`src/rtl/flash_stream_reader_if.sv`:
```
// Single-byte read handshake between flash_stream_reader (master) and the qspi_flash controller (slave).
interface flash_stream_reader_if;
    logic        flash_setup_done;
    logic [23:0] flash_addr;
    logic        flash_do_read;
    logic        flash_data_ready;
    logic [7:0]  flash_data;

    modport master (
        input  flash_setup_done,
        input  flash_data_ready,
        input  flash_data,
        output flash_addr,
        output flash_do_read
    );

    modport slave (
        output flash_setup_done,
        output flash_data_ready,
        output flash_data,
        input  flash_addr,
        input  flash_do_read
    );
endinterface

```
`src/rtl/flash_stream_reader.sv`:
```
// Turns a (start address, byte count) request into sequential single-byte flash reads buffered in a FIFO.
// Define FLASH_STREAM_CHECKSUM_EN to build the modulo-256 checksum of pushed bytes; otherwise checksum is 0.
module flash_stream_reader #(
    parameter int FIFO_AW = 4,
    parameter int LEN_W   = 16
) (
    input  logic                  clk,
    input  logic                  rst,
    input  logic                  start,
    input  logic [23:0]           start_addr,
    input  logic [LEN_W-1:0]      length,
    input  logic                  abort,
    output logic                  busy,
    output logic                  done,
    flash_stream_reader_if.master flash,
    input  logic                  pop,
    output logic [7:0]            rd_data,
    output logic                  rd_valid,
    output logic [FIFO_AW:0]      level,
    output logic [7:0]            checksum
);
    localparam int DEPTH = 1 << FIFO_AW;

    typedef enum logic [2:0] {
        IDLE,
        ISSUE,
        WAIT_DATA,
        GAP,
        ABORTING
    } state_t;

    state_t           state_q;
    logic [23:0]      cur_addr_q;
    logic [LEN_W-1:0] remaining_q;
    logic             busy_q;
    logic             done_q;
    logic             do_read_q;
    logic [23:0]      flash_addr_q;
    logic             push_q;
    logic [7:0]       push_data_q;

    logic [FIFO_AW:0] wr_ptr_q;
    logic [FIFO_AW:0] rd_ptr_q;
    logic [7:0]       mem_q [DEPTH];

    logic             start_accept;
    logic             flush_d;
    logic             pop_d;
    logic             fifo_full;

    assign start_accept = (state_q == IDLE) && start && !abort;
    assign level        = wr_ptr_q - rd_ptr_q;
    assign fifo_full    = level[FIFO_AW];
    assign rd_valid     = |level;
    assign pop_d        = pop && rd_valid;

    // The FIFO empties on an accepted start and on every abort exit back to IDLE.
    always_comb begin
        // NOTE: default first so every path assigns flush_d and no latch is inferred.
        flush_d = 1'b0;
        unique case (state_q)
            IDLE:       flush_d = start_accept;
            ISSUE, GAP: flush_d = abort;
            WAIT_DATA:  flush_d = abort && flash.flash_data_ready;
            ABORTING:   flush_d = flash.flash_data_ready;
            default:    flush_d = 1'b0;
        endcase
    end

    // NOTE: sequential state uses non-blocking assignments so all registers update from pre-edge values.
    always_ff @(posedge clk or posedge rst) begin
        if (rst) begin
            state_q      <= IDLE;
            cur_addr_q   <= '0;
            remaining_q  <= '0;
            busy_q       <= 1'b0;
            done_q       <= 1'b0;
            do_read_q    <= 1'b0;
            flash_addr_q <= '0;
            push_q       <= 1'b0;
            push_data_q  <= '0;
        end else begin
            done_q      <= 1'b0;
            push_q      <= 1'b0;
            push_data_q <= flash.flash_data;
            unique case (state_q)
                IDLE: begin
                    if (start_accept) begin
                        cur_addr_q  <= start_addr;
                        remaining_q <= length;
                        if (length == '0) begin
                            done_q <= 1'b1;
                        end else begin
                            busy_q  <= 1'b1;
                            state_q <= ISSUE;
                        end
                    end
                end
                ISSUE: begin
                    if (abort) begin
                        busy_q  <= 1'b0;
                        done_q  <= 1'b1;
                        state_q <= IDLE;
                    end else if (flash.flash_setup_done && !fifo_full) begin
                        flash_addr_q <= cur_addr_q;
                        do_read_q    <= 1'b1;
                        state_q      <= WAIT_DATA;
                    end
                end
                WAIT_DATA: begin
                    if (flash.flash_data_ready) begin
                        do_read_q <= 1'b0;
                        if (abort) begin
                            busy_q  <= 1'b0;
                            done_q  <= 1'b1;
                            state_q <= IDLE;
                        end else begin
                            push_q      <= 1'b1;
                            cur_addr_q  <= cur_addr_q + 24'd1;
                            remaining_q <= remaining_q - LEN_W'(1);
                            state_q     <= GAP;
                        end
                    end else if (abort) begin
                        state_q <= ABORTING;
                    end
                end
                GAP: begin
                    if (abort || remaining_q == '0) begin
                        busy_q  <= 1'b0;
                        done_q  <= 1'b1;
                        state_q <= IDLE;
                    end else begin
                        state_q <= ISSUE;
                    end
                end
                ABORTING: begin
                    // The outstanding read must finish; its byte is dropped.
                    if (flash.flash_data_ready) begin
                        do_read_q <= 1'b0;
                        busy_q    <= 1'b0;
                        done_q    <= 1'b1;
                        state_q   <= IDLE;
                    end
                end
                default: begin
                    busy_q    <= 1'b0;
                    do_read_q <= 1'b0;
                    state_q   <= IDLE;
                end
            endcase
        end
    end

    always_ff @(posedge clk or posedge rst) begin
        if (rst) begin
            wr_ptr_q <= '0;
            rd_ptr_q <= '0;
        end else if (flush_d) begin
            wr_ptr_q <= '0;
            rd_ptr_q <= '0;
        end else begin
            if (push_q) begin
                wr_ptr_q <= wr_ptr_q + (FIFO_AW+1)'(1);
            end
            if (pop_d) begin
                rd_ptr_q <= rd_ptr_q + (FIFO_AW+1)'(1);
            end
        end
    end

    // NOTE: storage is not reset; the pointers alone define which entries are valid.
    always_ff @(posedge clk) begin
        if (push_q && !flush_d) begin
            mem_q[wr_ptr_q[FIFO_AW-1:0]] <= push_data_q;
        end
    end

    assign rd_data = rd_valid ? mem_q[rd_ptr_q[FIFO_AW-1:0]] : 8'h00;

`ifdef FLASH_STREAM_CHECKSUM_EN
    logic [7:0] checksum_q;

    always_ff @(posedge clk or posedge rst) begin
        if (rst) begin
            checksum_q <= '0;
        end else if (start_accept) begin
            checksum_q <= '0;
        end else if (push_q && !flush_d) begin
            checksum_q <= checksum_q + push_data_q;
        end
    end

    assign checksum = checksum_q;
`else
    assign checksum = 8'h00;
`endif

    assign busy                = busy_q;
    assign done                = done_q;
    assign flash.flash_addr    = flash_addr_q;
    assign flash.flash_do_read = do_read_q;
endmodule

```
`src/flat_wrapper.sv`:
```
// flat-port wrapper written by rule: the top's interface ports become plain ports
module flash_stream_reader_flat 
#(
    parameter int FIFO_AW = 4,
    parameter int LEN_W   = 16
)
  (clk, rst, start, start_addr, length, abort, busy, done, pop, rd_data, rd_valid, level, checksum, flash_flash_setup_done, flash_flash_data_ready, flash_flash_data, flash_flash_addr, flash_flash_do_read);
  flash_stream_reader_if flash_i ();
  input  logic clk;
  input  logic rst;
  input  logic start;
  input  logic [23:0] start_addr;
  input  logic [LEN_W-1:0] length;
  input  logic abort;
  output logic busy;
  output logic done;
  input  logic pop;
  output logic [7:0] rd_data;
  output logic rd_valid;
  output logic [FIFO_AW:0] level;
  output logic [7:0] checksum;
  input wire logic [$bits(flash_i.flash_setup_done)-1:0] flash_flash_setup_done;
  input wire logic [$bits(flash_i.flash_data_ready)-1:0] flash_flash_data_ready;
  input wire logic [$bits(flash_i.flash_data)-1:0] flash_flash_data;
  output wire logic [$bits(flash_i.flash_addr)-1:0] flash_flash_addr;
  output wire logic [$bits(flash_i.flash_do_read)-1:0] flash_flash_do_read;
  assign flash_i.flash_setup_done = flash_flash_setup_done;
  assign flash_i.flash_data_ready = flash_flash_data_ready;
  assign flash_i.flash_data = flash_flash_data;
  assign flash_flash_addr = flash_i.flash_addr;
  assign flash_flash_do_read = flash_i.flash_do_read;
  flash_stream_reader #(.FIFO_AW(FIFO_AW), .LEN_W(LEN_W)) u_core (.clk(clk), .rst(rst), .start(start), .start_addr(start_addr), .length(length), .abort(abort), .busy(busy), .done(done), .flash(flash_i), .pop(pop), .rd_data(rd_data), .rd_valid(rd_valid), .level(level), .checksum(checksum));
endmodule
```
`config.mk`:
```
export PLATFORM = sky130hd
export DESIGN_NAME = flash_stream_reader_flat
export DESIGN_NICKNAME = d
export VERILOG_FILES = /design/src/rtl/flash_stream_reader_if.sv /design/src/rtl/flash_stream_reader.sv /design/src/flat_wrapper.sv
export SDC_FILE = /design/constraint.sdc
export NUM_CORES = 1
export LEC_CHECK = 0
export BUFFER_PORTS_ARGS = -buffer_cell sky130_fd_sc_hd__buf_2
export CORE_MARGIN = 4
export CORE_UTILIZATION = 30
export DETAILED_ROUTE_END_ITERATION = 6
export PLACE_DENSITY = 0.56
export SLEW_MARGIN = 0
export SYNTH_ARGS = -nofsm -noshare
export SYNTH_HDL_FRONTEND = slang
export SYNTH_SLANG_ARGS = --single-unit
export TNS_END_PERCENT = 10
```
`constraint.sdc`:
```
create_clock -name clk -period 3.3 [get_ports clk]
set_input_delay 0.165 -clock clk [delete_from_list [all_inputs] [get_ports clk]]
set_output_delay 0.165 -clock clk [all_outputs]
set_load 0.02 [all_outputs]
```
-- Word level (Yosys, flattened, before mapping)
Memories as Yosys holds them, arrays and structs flattened.
Cells that the tools add are included.
- flip-flop bits (word level): 89
- memory bits (writable): 128
- output and inout port bits: 49
- word-level logic and storage cells: 105
- memories kept: 1
- add/subtract/negate cells: 5
- equality and inequality tests: 15
- mux-type cells: 46
- bitwise operators: 2
- reductions and logical operators: 25
- memories (name ; depth ; width ; read ports ; clocked after memory_dff ; wr ports ; RTL line ; text):
    u_core.mem_q ; 16 ; 8 ; 1 ; 0 ; 1 ; flash_stream_reader.sv:44 ; logic [7:0] mem_q [DEPTH];
- operators with widths (operator ; number):
    $mux W24 ; 3
    $mux W16 ; 3
    $pmux W24 S2 ; 1
    $logic_not A16 Y1 ; 2
    $pmux W16 S2 ; 1
    $add A24 B1 Y24 const B ; 1
    $mux W3 ; 7
    $mux W1 ; 20
    $mux W5 ; 4
    $sub A16 B1 Y16 const B ; 1
    $pmux W3 S5 ; 1
    $add A5 B1 Y5 const B ; 2
    $ne A2 B2 Y1 const B ; 5
    $pmux W1 S5 ; 2
    $reduce_and A5 Y1 ; 2
    $mux W8 ; 1
    $ne A2 B1 Y1 const B ; 4
    $reduce_and A4 Y1 ; 2
    $eq A3 B2 Y1 const B ; 2
    $logic_and A1 B1 Y1 ; 6
    $reduce_bool A2 Y1 ; 3
    $reduce_or A2 Y1 ; 3
    $reduce_or A5 Y1 ; 1
    $sub A5 B5 Y5 ; 1
    other kinds (12) ; 15

-- Logic depth before layout (Yosys ltp)
- word-level depth: 8
- gate-level depth with buffers: 10

-- Worst setup path before layout
Ideal clock, no wire load.
- path type: register to output
- start point: register u_core.rd_ptr_q[2]
- end point: output rd_data[0]
- data arrival time: 2.833 ns
- data required time: 3.135 ns
- path slack: 0.302 ns
- stages on the path, launching flop included: 10
- buffers on the path: 2
- path through: dfrtp_1 inv_1 clkbuf_1 ha_1 xnor2_1 nor2_1 mux2_2 and2_0 clkbuf_1 nor2b_1
- cells in the longest elaborated chain, start to end: 3
- elaborated cells on any way between the ends: 4
- those cells by class: 1 x add/sub; 1 x mux; 1 x reduce/logical; 1 x memory
- ends and longest elaborated chain (what ; RTL line ; text):
    start, declared ; flash_stream_reader.sv:43 ; logic [FIFO_AW:0] rd_ptr_q;
    start signal, assigned ; flash_stream_reader.sv:166 ; rd_ptr_q <= rd_ptr_q + (FIFO_AW+1)'(1);
    $sub A5 B5 Y5 ; flash_stream_reader.sv:52 ; assign level = wr_ptr_q - rd_ptr_q;
    net level[2] ; flat_wrapper.sv:20 ; output logic [FIFO_AW:0] level;
    $reduce_or A5 Y1 ; flash_stream_reader.sv:54 ; assign rd_valid = |level;
    $mux W8 ; flash_stream_reader.sv:178 ; assign rd_data = rd_valid ? mem_q[rd_ptr_q[FIFO_AW-1:0]] : 8'h00;
    end, declared ; flat_wrapper.sv:18 ; output logic [7:0] rd_data;
The timed path passes the listed nets, and every way through them passes these cells.

-- Worst setup path in the final report
- start point: register u_core.wr_ptr_q[0]
- end point: output rd_data[7]
- cells in the longest elaborated chain, start to end: 3
- ends and longest elaborated chain (what ; RTL line ; text):
    start, declared ; flash_stream_reader.sv:42 ; logic [FIFO_AW:0] wr_ptr_q;
    start signal, assigned ; flash_stream_reader.sv:163 ; wr_ptr_q <= wr_ptr_q + (FIFO_AW+1)'(1);
    $sub A5 B5 Y5 ; flash_stream_reader.sv:52 ;
    $reduce_or A5 Y1 ; flash_stream_reader.sv:54 ;
    $mux W8 ; flash_stream_reader.sv:178 ;
No other way between the ends.

==> results_dict.tcl <==
set metrics [dict create \
    synthXorXnorAreaFrac 0.00690 \
    ys_ff_latch 217 \
    drv_cap 0 \
    fmax_mhz 324 \
    powerDensity_nw_per_um2 747 \
    drt_wl_total_um 23800 \
    tightest_slew_ns 1.17 \
    slew_viol_final 0 \
    crit_fanout 9 \
    setup-violations-final 0 \
    nets 956 \
    status "finished clean" \
    initial_core_util 0.306 \
    pwr-share-clk 0.277 \
    die_area_um2 36200 \
    worstPathArrival_ns 2.92 \
    synth_largest_area_cell "edfxtp_1" \
    cts_made_buffers 24 \
    initialDrtViolationCount 379 \
    vias 6601 \
    final_area_um2 12300 \
    max_slew_margin 0.221 \
    die_w_um 190 \
    synth.avg_cell_area_um2 13.7 \
    insertion_delay_ns 0.52 \
    power_frac_comb 0.310 \
    power.internal_uw 6030 \
    antenna_found_initial 3 \
    seqPwrFrac 0.414 \
    synthFlopType "edfxtp_1" \
    finClkSkew_ns 0.0133 \
    drive_gt1_frac 0.234 \
    ioPinCount 104 \
    peakVddDrop_v 0.000404 \
    tns_ns 0 \
    cts_tree "done" \
    ys_types 66 \
    syn_to_final_growth_pct 22.9 \
    synth-warning-count 0 \
    synth_area_um2 9970 \
    drcViolationCount 0 \
    rows 66 \
    synth_edf_count 128 \
    grt_remaining_overflow 0 \
    seq_area_frac_synth 0.609 \
    synth-simple-area-share 0.0914 \
    timing_hold_violations_final 0 \
    fin_util 0.376 \
    first_pass_iters 7 \
    async_flop_share 0.410 \
    fin_crit_ns 3.08 \
    post_drt_wl_per_cell_um 17.7 \
    layout_commonest_cell "edfxtp_1" \
    h-tree-depth 1 \
    die_y_um 190 \
    cts_buffer_depth 3 \
    p_leak_uw 0.00463 \
    cts.sinks 217 \
    yosys-top-cells-area "edfxtp_1 (39%), dfrtp_1 (22%), mux4_1 (7.9%), a21oi_1 (2.7%), mux2_2 (2.6%)" \
    grt_first_pass_wirelength_um 38300 \
    endpoint_kind "output port" \
    ant_nets 0 \
    netlist_instances 728 \
    synth_compound_area_frac 0.102 \
    root_buffer "clkbuf_16" \
    place_hpwl_um 16000 \
    synth_top_cell_area_share 0.386 \
    track_usage 0.132 \
    core_region_area_um2 32600 \
    synthAdderAreaFrac 0.0158 \
    layout_common_cells "edfxtp_1 (128), buf_2 (95), dfrtp_1 (89)" \
    place_congestion 0.781 \
    switching_share 0.341 \
    worst_setup_path_start_kind "flip-flop" \
    hold_class "in2reg" \
    rsz0062_at_grt "no" \
    path_class "reg2out" \
    synthMuxAreaShare 0.140 \
    synth_top_family_by_area "multiplexers" \
    grt_max_degree 59 \
    cts_setup_buffers 0 \
    via_per_inst 4.89 \
    grt_pass1_vias 6601 \
    period_share 0.935 \
    path_clk_slew_ns 0.06 \
    io_buffers 95 \
    critPathRequiredTime_ns 3.13 \
    postPlaceCellArea_um2 11000 \
    power_switching_uw 3120 \
]
state kept, by name, summed over array words and instances, names as in the netlist:
| register | count |
|---|---|
| u_core.cur_addr_q | 24 |
| u_core.flash.flash_do_read | 1 |
| u_core.mem_q | 128 |
| u_core.busy | 1 |
| u_core.wr_ptr_q | 5 |
| u_core.rd_ptr_q | 5 |
| u_core.done | 1 |
| u_core.push_data_q | 8 |
| u_core.push_q | 1 |
| u_core.state_q | 3 |
| u_core.flash.flash_addr | 24 |
| u_core.remaining_q | 16 |
per-layer routing:
| layer | up-vias | wire length, um | GRT usage | part of all wire |
|---|---|---|---|---|
| met5 | - | 7 | 0 | 0.00029 |
| met4 | 2 | 447 | 0.0296 | 0.019 |
| met3 | 34 | 1290 | 0.0264 | 0.054 |
| met2 | 177 | 11200 | 0.211 | 0.47 |
| met1 | 3265 | 10900 | 0.189 | 0.46 |
| li1 | 3123 | - | - | - |
stage by stage:
stage	worst slack [ns]	total power (uW)	hold WS, ns	std cells
floorplan	0.302	5810	0.196	735
global placement	0.583	6630	0.275	1256
detailed placement	0.450	6680	0.275	1256
CTS	0.0387	9290	0.00320	1347
global route	0.00747	9730	0.0461	1349
finish	0.215	9150	0.0320	1349
Yosys cell counts, types with 3 or more instances:
master,n
inv_1,18
a31o_2,4
a21oi_1,54
clkbuf_1,23
xnor2_1,3
nor4_1,5
or3_1,4
mux4_1,30
a32oi_1,4
a2bb2oi_1,9
o31a_1,3
nand2b_1,7
edfxtp_1,128
buf_2,14
nand4_1,12
or4_1,3
o21ai_0,36
a21o_1,3
nand3_1,25
mux2_1,4
nor2_1,48
mux4_2,10
and3_1,5
nand2_1,47
dfrtp_1,89
ha_1,11
xor2_1,3
mux2i_1,8
buf_6,3
mux2_2,23
a21boi_0,4
nor3_1,16
o22ai_1,14
buf_4,8
nor2b_1,9
layout make-up:
type | count | area, um^2
clock buffers | 32 | 651
inverters | 18 | 70.1
diodes | 2 | 5.00
clock inverters | 10 | 87.6
repair buffers | 179 | 1230
flip-flops and latches | 217 | 6070
fillers | 3121 | 20400
well taps | 442 | 553
multi-input cells | 449 | 3580
worst paths after layout:
check,start,end,slack [ns],cells after the start
min reg2reg,u_core.flash.flash_addr[23]$_DFFE_PP0P_,u_core.flash.flash_addr[23]$_DFFE_PP0P_,0.49,1
min,pop,u_core.rd_ptr_q[3]$_DFFE_PP0P_,0.03,4
max reg2reg,u_core.state_q[2]$_DFFE_PP0P_,u_core.mem_q[10][7]$_DFFE_PP_,0.56,6
max in group asynchronous,rst,u_core.wr_ptr_q[3]$_DFFE_PP0P_,2.19,4
min in group asynchronous,rst,u_core.flash.flash_addr[9]$_DFFE_PP0P_,0.34,3
max,u_core.wr_ptr_q[0]$_DFFE_PP0P_,rd_data[7],0.22,9
worst max-delay path, stage by stage, from the launching register on:
cell	delay [ns]
dfrtp_1	0.43
inv_1	0.11
ha_1	0.21
fa_1	0.40
xnor2_1	0.26
nor4_1	0.08
mux2_2	0.31
and2_2	0.29
nor2b_1	0.13
buf_2	0.17
cell families after synthesis:
kind of cell | after synthesis
muxes | 75
AOI/OAI and AO/OA | 158
buffers and inverters | 69
DFF | 217
other | 1
xor gates and xnor gates | 7
and+or+nand+nor | 189
adders and majority gates | 12
repair_timing:
action | CTS | global route
setup endpoints to repair | 9 | 9
hold buffers | 49 | 0
resized for setup | 1 | 1
endpoints found under the hold margin | 104 | 0
power by group through the flow:
| stage | logic (uW) | registers, uW | clock network (uW) |
|---|---|---|---|
| detailed placement | 2840 | 3830 | 0 |
| floorplan | 1910 | 3890 | 0 |
| global placement | 2800 | 3830 | 0 |
| CTS | 2890 | 3790 | 2610 |
| global route | 3130 | 3880 | 2730 |
| finish | 2830 | 3790 | 2530 |
No activity file was read; power rests on OpenSTA's default activity.
